--- src/rtl/fadd_ctrl.sv ---
// Floating-point adder sequencer: load, align, add, normalise, pack.
// Latency: start edge to done = 5 + align_cnt + (NORM cycles - 1); special operands take 3 cycles.
// Backpressure: none; start is accepted only in IDLE, and any start while busy is dropped.
//
// Ports:
//   clk, res                         clock, asynchronous active-low reset
//   start, exp_a, exp_b              operation request and biased operand exponents (sampled in IDLE)
//   special                          NaN/Inf/zero operand flag from the datapath (sampled in LOAD)
//   sum_carry, sum_lead, sum_zero    mantissa-sum status flags (used in NORM)
//   busy, done, swap                 status, one-cycle completion pulse, larger-operand mux select
//   ld_op, align_shift, add_en,
//   norm_r, norm_l, pack_en, bypass  datapath strobes
module fadd_ctrl (
  input  logic       clk,
  input  logic       res,
  input  logic       start,
  input  logic [7:0] exp_a,
  input  logic [7:0] exp_b,
  input  logic       special,
  input  logic       sum_carry,
  input  logic       sum_lead,
  input  logic       sum_zero,
  output logic       busy,
  output logic       done,
  output logic       swap,
  output logic       ld_op,
  output logic       align_shift,
  output logic       add_en,
  output logic       norm_r,
  output logic       norm_l,
  output logic       pack_en,
  output logic       bypass
);

  typedef enum logic [2:0] {
    S_IDLE  = 3'd0,
    S_LOAD  = 3'd1,
    S_ALIGN = 3'd2,
    S_ADD   = 3'd3,
    S_NORM  = 3'd4,
    S_PACK  = 3'd5,
    S_DONE  = 3'd6
  } state_t;

  // A 24-bit mantissa plus guard position is fully shifted out after 25 steps,
  // so larger exponent differences saturate here.
  localparam logic [4:0] ALIGN_MAX = 5'd25;
  // Left shifts needed to bring bit 0 of the sum up to the hidden-bit position.
  localparam logic [4:0] NORM_MAX  = 5'd23;

  state_t     state_q, state_d;
  logic [4:0] align_cnt_q, align_cnt_d;
  logic [4:0] norm_cnt_q, norm_cnt_d;
  logic       swap_q, swap_d;
  logic       byp_q, byp_d;
  logic [7:0] exp_diff;
  logic       norm_exit;

  always_comb begin
    exp_diff = (exp_b > exp_a) ? (exp_b - exp_a) : (exp_a - exp_b);
  end

  // Carry takes priority: it forces a single right shift and leaves NORM even
  // if lead/zero are also reported in the same cycle.
  always_comb begin
    norm_exit = sum_carry | sum_lead | sum_zero | (norm_cnt_q == NORM_MAX);
  end

  always_comb begin
    state_d     = state_q;
    align_cnt_d = align_cnt_q;
    norm_cnt_d  = norm_cnt_q;
    swap_d      = swap_q;
    byp_d       = byp_q;
    case (state_q)
      S_IDLE: begin
        swap_d = 1'b0;
        byp_d  = 1'b0;
        if (start) begin
          state_d     = S_LOAD;
          swap_d      = (exp_b > exp_a);
          align_cnt_d = (exp_diff > 8'(ALIGN_MAX)) ? ALIGN_MAX : exp_diff[4:0];
        end
      end
      S_LOAD: begin
        if (special) begin
          state_d = S_PACK;
          byp_d   = 1'b1;
        end else if (align_cnt_q == 5'd0) begin
          state_d = S_ADD;
        end else begin
          state_d = S_ALIGN;
        end
      end
      S_ALIGN: begin
        align_cnt_d = align_cnt_q - 5'd1;
        if (align_cnt_q <= 5'd1) begin
          state_d = S_ADD;
        end
      end
      S_ADD: begin
        norm_cnt_d = 5'd0;
        state_d    = S_NORM;
      end
      S_NORM: begin
        if (norm_exit) begin
          state_d = S_PACK;
        end else begin
          norm_cnt_d = norm_cnt_q + 5'd1;
        end
      end
      S_PACK: begin
        state_d = S_DONE;
      end
      S_DONE: begin
        byp_d   = 1'b0;
        swap_d  = 1'b0;
        state_d = S_IDLE;
      end
      default: begin
        state_d = S_IDLE;
      end
    endcase
  end

  always_ff @(posedge clk or negedge res) begin
    if (!res) begin
      state_q     <= S_IDLE;
      align_cnt_q <= 5'd0;
      norm_cnt_q  <= 5'd0;
      swap_q      <= 1'b0;
      byp_q       <= 1'b0;
    end else begin
      state_q     <= state_d;
      align_cnt_q <= align_cnt_d;
      norm_cnt_q  <= norm_cnt_d;
      swap_q      <= swap_d;
      byp_q       <= byp_d;
    end
  end

  // Everything except the normalise strobes decodes registered state only.
  assign busy        = (state_q != S_IDLE);
  assign done        = (state_q == S_DONE);
  assign swap        = swap_q;
  assign ld_op       = (state_q == S_LOAD);
  assign align_shift = (state_q == S_ALIGN);
  assign add_en      = (state_q == S_ADD);
  assign pack_en     = (state_q == S_PACK);
  assign bypass      = (state_q == S_PACK) & byp_q;
  assign norm_r      = (state_q == S_NORM) & sum_carry;
  assign norm_l      = (state_q == S_NORM) & ~sum_carry & ~sum_lead & ~sum_zero &
                       (norm_cnt_q < NORM_MAX);

endmodule

--- config.mk ---
export PLATFORM = sky130hd
export DESIGN_NAME = fadd_ctrl
export DESIGN_NICKNAME = d
export VERILOG_FILES = /design/src/rtl/fadd_ctrl.sv
export SDC_FILE = /design/constraint.sdc
export NUM_CORES = 1
export LEC_CHECK = 0
export BUFFER_PORTS_ARGS = -buffer_cell sky130_fd_sc_hd__buf_2
export CAP_MARGIN = 20
export CORE_MARGIN = 4
export CORE_UTILIZATION = 50
export CTS_CLUSTER_DIAMETER = 80
export DETAILED_ROUTE_END_ITERATION = 7
export PLACE_DENSITY_LB_ADDON = 0.15
export SETUP_SLACK_MARGIN = 0.05
export SLEW_MARGIN = 20
export SYNTH_ARGS = -nofsm -noshare
export SYNTH_HDL_FRONTEND = slang
export SYNTH_SLANG_ARGS = --single-unit
export TNS_END_PERCENT = 5
--- constraint.sdc ---
create_clock -name clk -period 1.94 [get_ports clk]
set_clock_uncertainty 0.2 [all_clocks]
set_input_delay 0.485 -clock clk [delete_from_list [all_inputs] [get_ports clk]]
set_output_delay 0.485 -clock clk [all_outputs]
set_load 0.1 [all_outputs]
==> flow_summary.toml <==
[outcome]
status = "complete, but fails checks"
violations = "negative setup slack"

[clock_tree]
cts_inserted_buffers = 3
tritoncts = "yes"
cts-root-buf = "clkbuf_4"
clk_pin_slew_ns = 0.09
ctsLongestPathBuffers = 2
clk_latency_ns = 0.28
cts_sinks = 15
htreeDepth = 1

[worst_setup_path]
critPathMaxFanout = 3
crit_required_ns = 1.91
cp_cell_sequence = "buf_12 > inv_12 > ha_4 > inv_2 > fa_2 > a211oi_4 > nor2_2 > a211oi_2 > or4b_4 > nand4_4 > a31oi_1 > a311o_1"
critical_path_class = "in2reg"
startpoint_type = "input pin"
slowest_delay_ns = 0.51
critical_path.slowest_cell = "or4b_4"
worstPathArrival_ns = 2.68
end_kind = "flop"
cp_top_family = "compound AO/OA/AOI/OAI gates"
cp.buffers_inverters = 3

[yosys]
syn_inst = 215
synth_most_common_cell = "inv_1"
async_flop_share_pct = 100
avgSynthCellArea_um2 = 8.10
synth_nets = 258
synth_commonest_cells = "inv_1, ha_1, nor2_1"
yosys.area.top_type_share_pct = 21.6
syn_area_mm2 = 0.00174
synth_ff_type = "dfrtp_1"
yosysSeqAreaShare_pct = 21.6
synth-edff-count = 0
synth_cell_types = 55
synth_largest_area_cell = "dfrtp_1"
synthTopCellsByArea = "dfrtp_1, ha_1, inv_1"
yosysWarnings = 0
ys_seq_elements = 15

[floorplanning]
dieArea_mm2 = 0.00449
placementRows = 21
io_pins = 33
chipHeight_um = 67.0
die_w_um = 67.0
start_util_pct = 51.8
coreArea_mm2 = 0.00336

[sta]
fin_crit_sh_pct = 140
timing.max_slew.rel_slack_pct = 68.1
fin_ws_ns = -0.773
fmax_mhz = 369
rsz0062_at_grt = "true"
finalMaxSlewViolations = 0
setup_viol = 20
worst_pin_slew_ns = 0.482
period_needed_ns = 2.71
setup-tns-final_ns = -5.34
finalHoldViolations = 0

[global_routing]
grt_first_pass_wirelength_um = 7490
grt_pass1_vias = 1788
track_usage_pct = 21.2
grt_overflow = 0
antenna_found_initial = 0
grt_max_degree = 16

[drt]
routed_wl_um = 4710
drtAntennaViolNets = 0
drc_errors = 0
vias = 1834
via_per_inst = 5.47
detail_route.wl_per_cell_um = 14.1
first_iter_violations = 91
drt_pass1_iterations = 4

[finish]
syn_to_final_growth_pct = 55.0
final_area_mm2 = 0.00270
drive_above_1_share_pct = 45.7
final_nets = 333
diodes = 0

[power_and_ir_drop]
p_leak_nw = 1.26
ir_worst_vdd_v = 0.000365
power.density_mw_per_mm2 = 980

[placed_design]
place_hpwl_um = 3510
portBuffers = 32
place_area_mm2 = 0.00241
routabilityCongestion = 0.891

[min_path]
hold_path_class = "in2reg"

[job]
maxCapViolCount = 0
## cell families after synthesis
group / synth area share (%)
AND/OR/NAND/NOR: 24.1
AO/OA/AOI/OAI: 21.3
buffers and inverters: 9.70
adder cells (fa/ha/maj): 15.2
flip-flops: 21.6
XOR/XNOR: 4.02
multiplexers: 4.09
## power by group
group	switching, W	total, W	internal (W)
clock	0.0000997	0.000179	0.0000797
sequential	0.0000980	0.000521	0.000423
combinational	0.00115	0.00195	0.000802
## flip-flops by register name, indices dropped and copies added, names as in the netlist
register	count
align_cnt_q	5
byp_q	1
norm_cnt_q	5
state_q	3
swap	1
## worst paths after layout
path	depth (start not counted)	endpoint	start	slack, ns
min in group asynchronous	2	state_q[2]	res	0.43
hold reg to reg	1	swap	swap	0.33
setup / recovery	12	align_cnt_q[3]	exp_a[0]	-0.77
hold / removal	3	state_q[2]	special	0.32
max in group asynchronous	2	norm_cnt_q[4]	res	0.85
setup reg to reg	8	norm_cnt_q[3]	state_q[2]	-0.17
## tightest hold or removal path, stage by stage
cell,delay [ns]
buf_2,0.10
o21ai_0,0.07
mux2i_1,0.11
## metal layers
metal  up-vias  routed length (um)  GRT usage, %
met1       852                1780          22.5
met2        62                2620          42.8
met5         -                   0             0
met3        12                 187          1.52
li1        908                   -             -
met4         0                 118          6.58
## through the flow
| stage | util [%] | setup WS, ns | cells | total power [W] | hold WS, ns |
|---|---|---|---|---|---|
| 6_report | 80.3 | -0.773 | 335 | 0.00265 | 0.324 |
| 5_1_grt | 80.3 | -0.826 | 335 | 0.00282 | 0.322 |
| 4_1_cts | 77.2 | -0.779 | 334 | 0.00255 | 0.325 |
| 3_5_place_dp | 71.7 | -1.16 | 329 | 0.00226 | 0.212 |
| 3_3_place_gp | 71.7 | -1.09 | 329 | 0.00222 | 0.204 |
| 2_1_floorplan | - | -0.848 | 215 | 0.00167 | -0.0106 |
## cell type report
type | count | area, um^2
multi-input cells | 164 | 1440
flip-flops and latches | 15 | 375
fillers | 244 | 663
clock buffers | 4 | 26.3
well taps | 46 | 57.6
inverters | 26 | 115
repair buffers | 80 | 689
## layout by cell type, fill, tap and decap left out, types with 3 or more instances in the layout
cell / netlist / final
nor3b_1: 3 / 3
buf_6: 3 / 5
dfrtp_1: 15 / 15
ha_4: 0 / 6
buf_2: 0 / 21
clkbuf_4: 0 / 3
and2_1: 3 / 3
nand2_1: 16 / 16
nor2_1: 18 / 15
xor2_1: 4 / 3
a211oi_2: 1 / 3
a21oi_2: 1 / 4
a21oi_1: 12 / 9
nand2b_1: 4 / 4
buf_4: 3 / 43
nor3_1: 6 / 5
nand4b_1: 3 / 3
nor2_2: 1 / 3
a31oi_1: 4 / 4
mux2i_1: 6 / 3
inv_1: 26 / 19
ha_1: 18 / 11
xnor2_1: 4 / 3
a21o_1: 3 / 3
inv_2: 0 / 4
o21ai_0: 13 / 11
buf_12: 0 / 9
## timing repair
item,CTS,global route
gates resized for setup,41,15
hold buffers,1,0
endpoints found under the hold margin,15,0
buffers inserted,0,1
cloned,0,0
pin swaps,19,8
endpoints found under the setup margin,21,21
(Power assumes the default switching activity.)
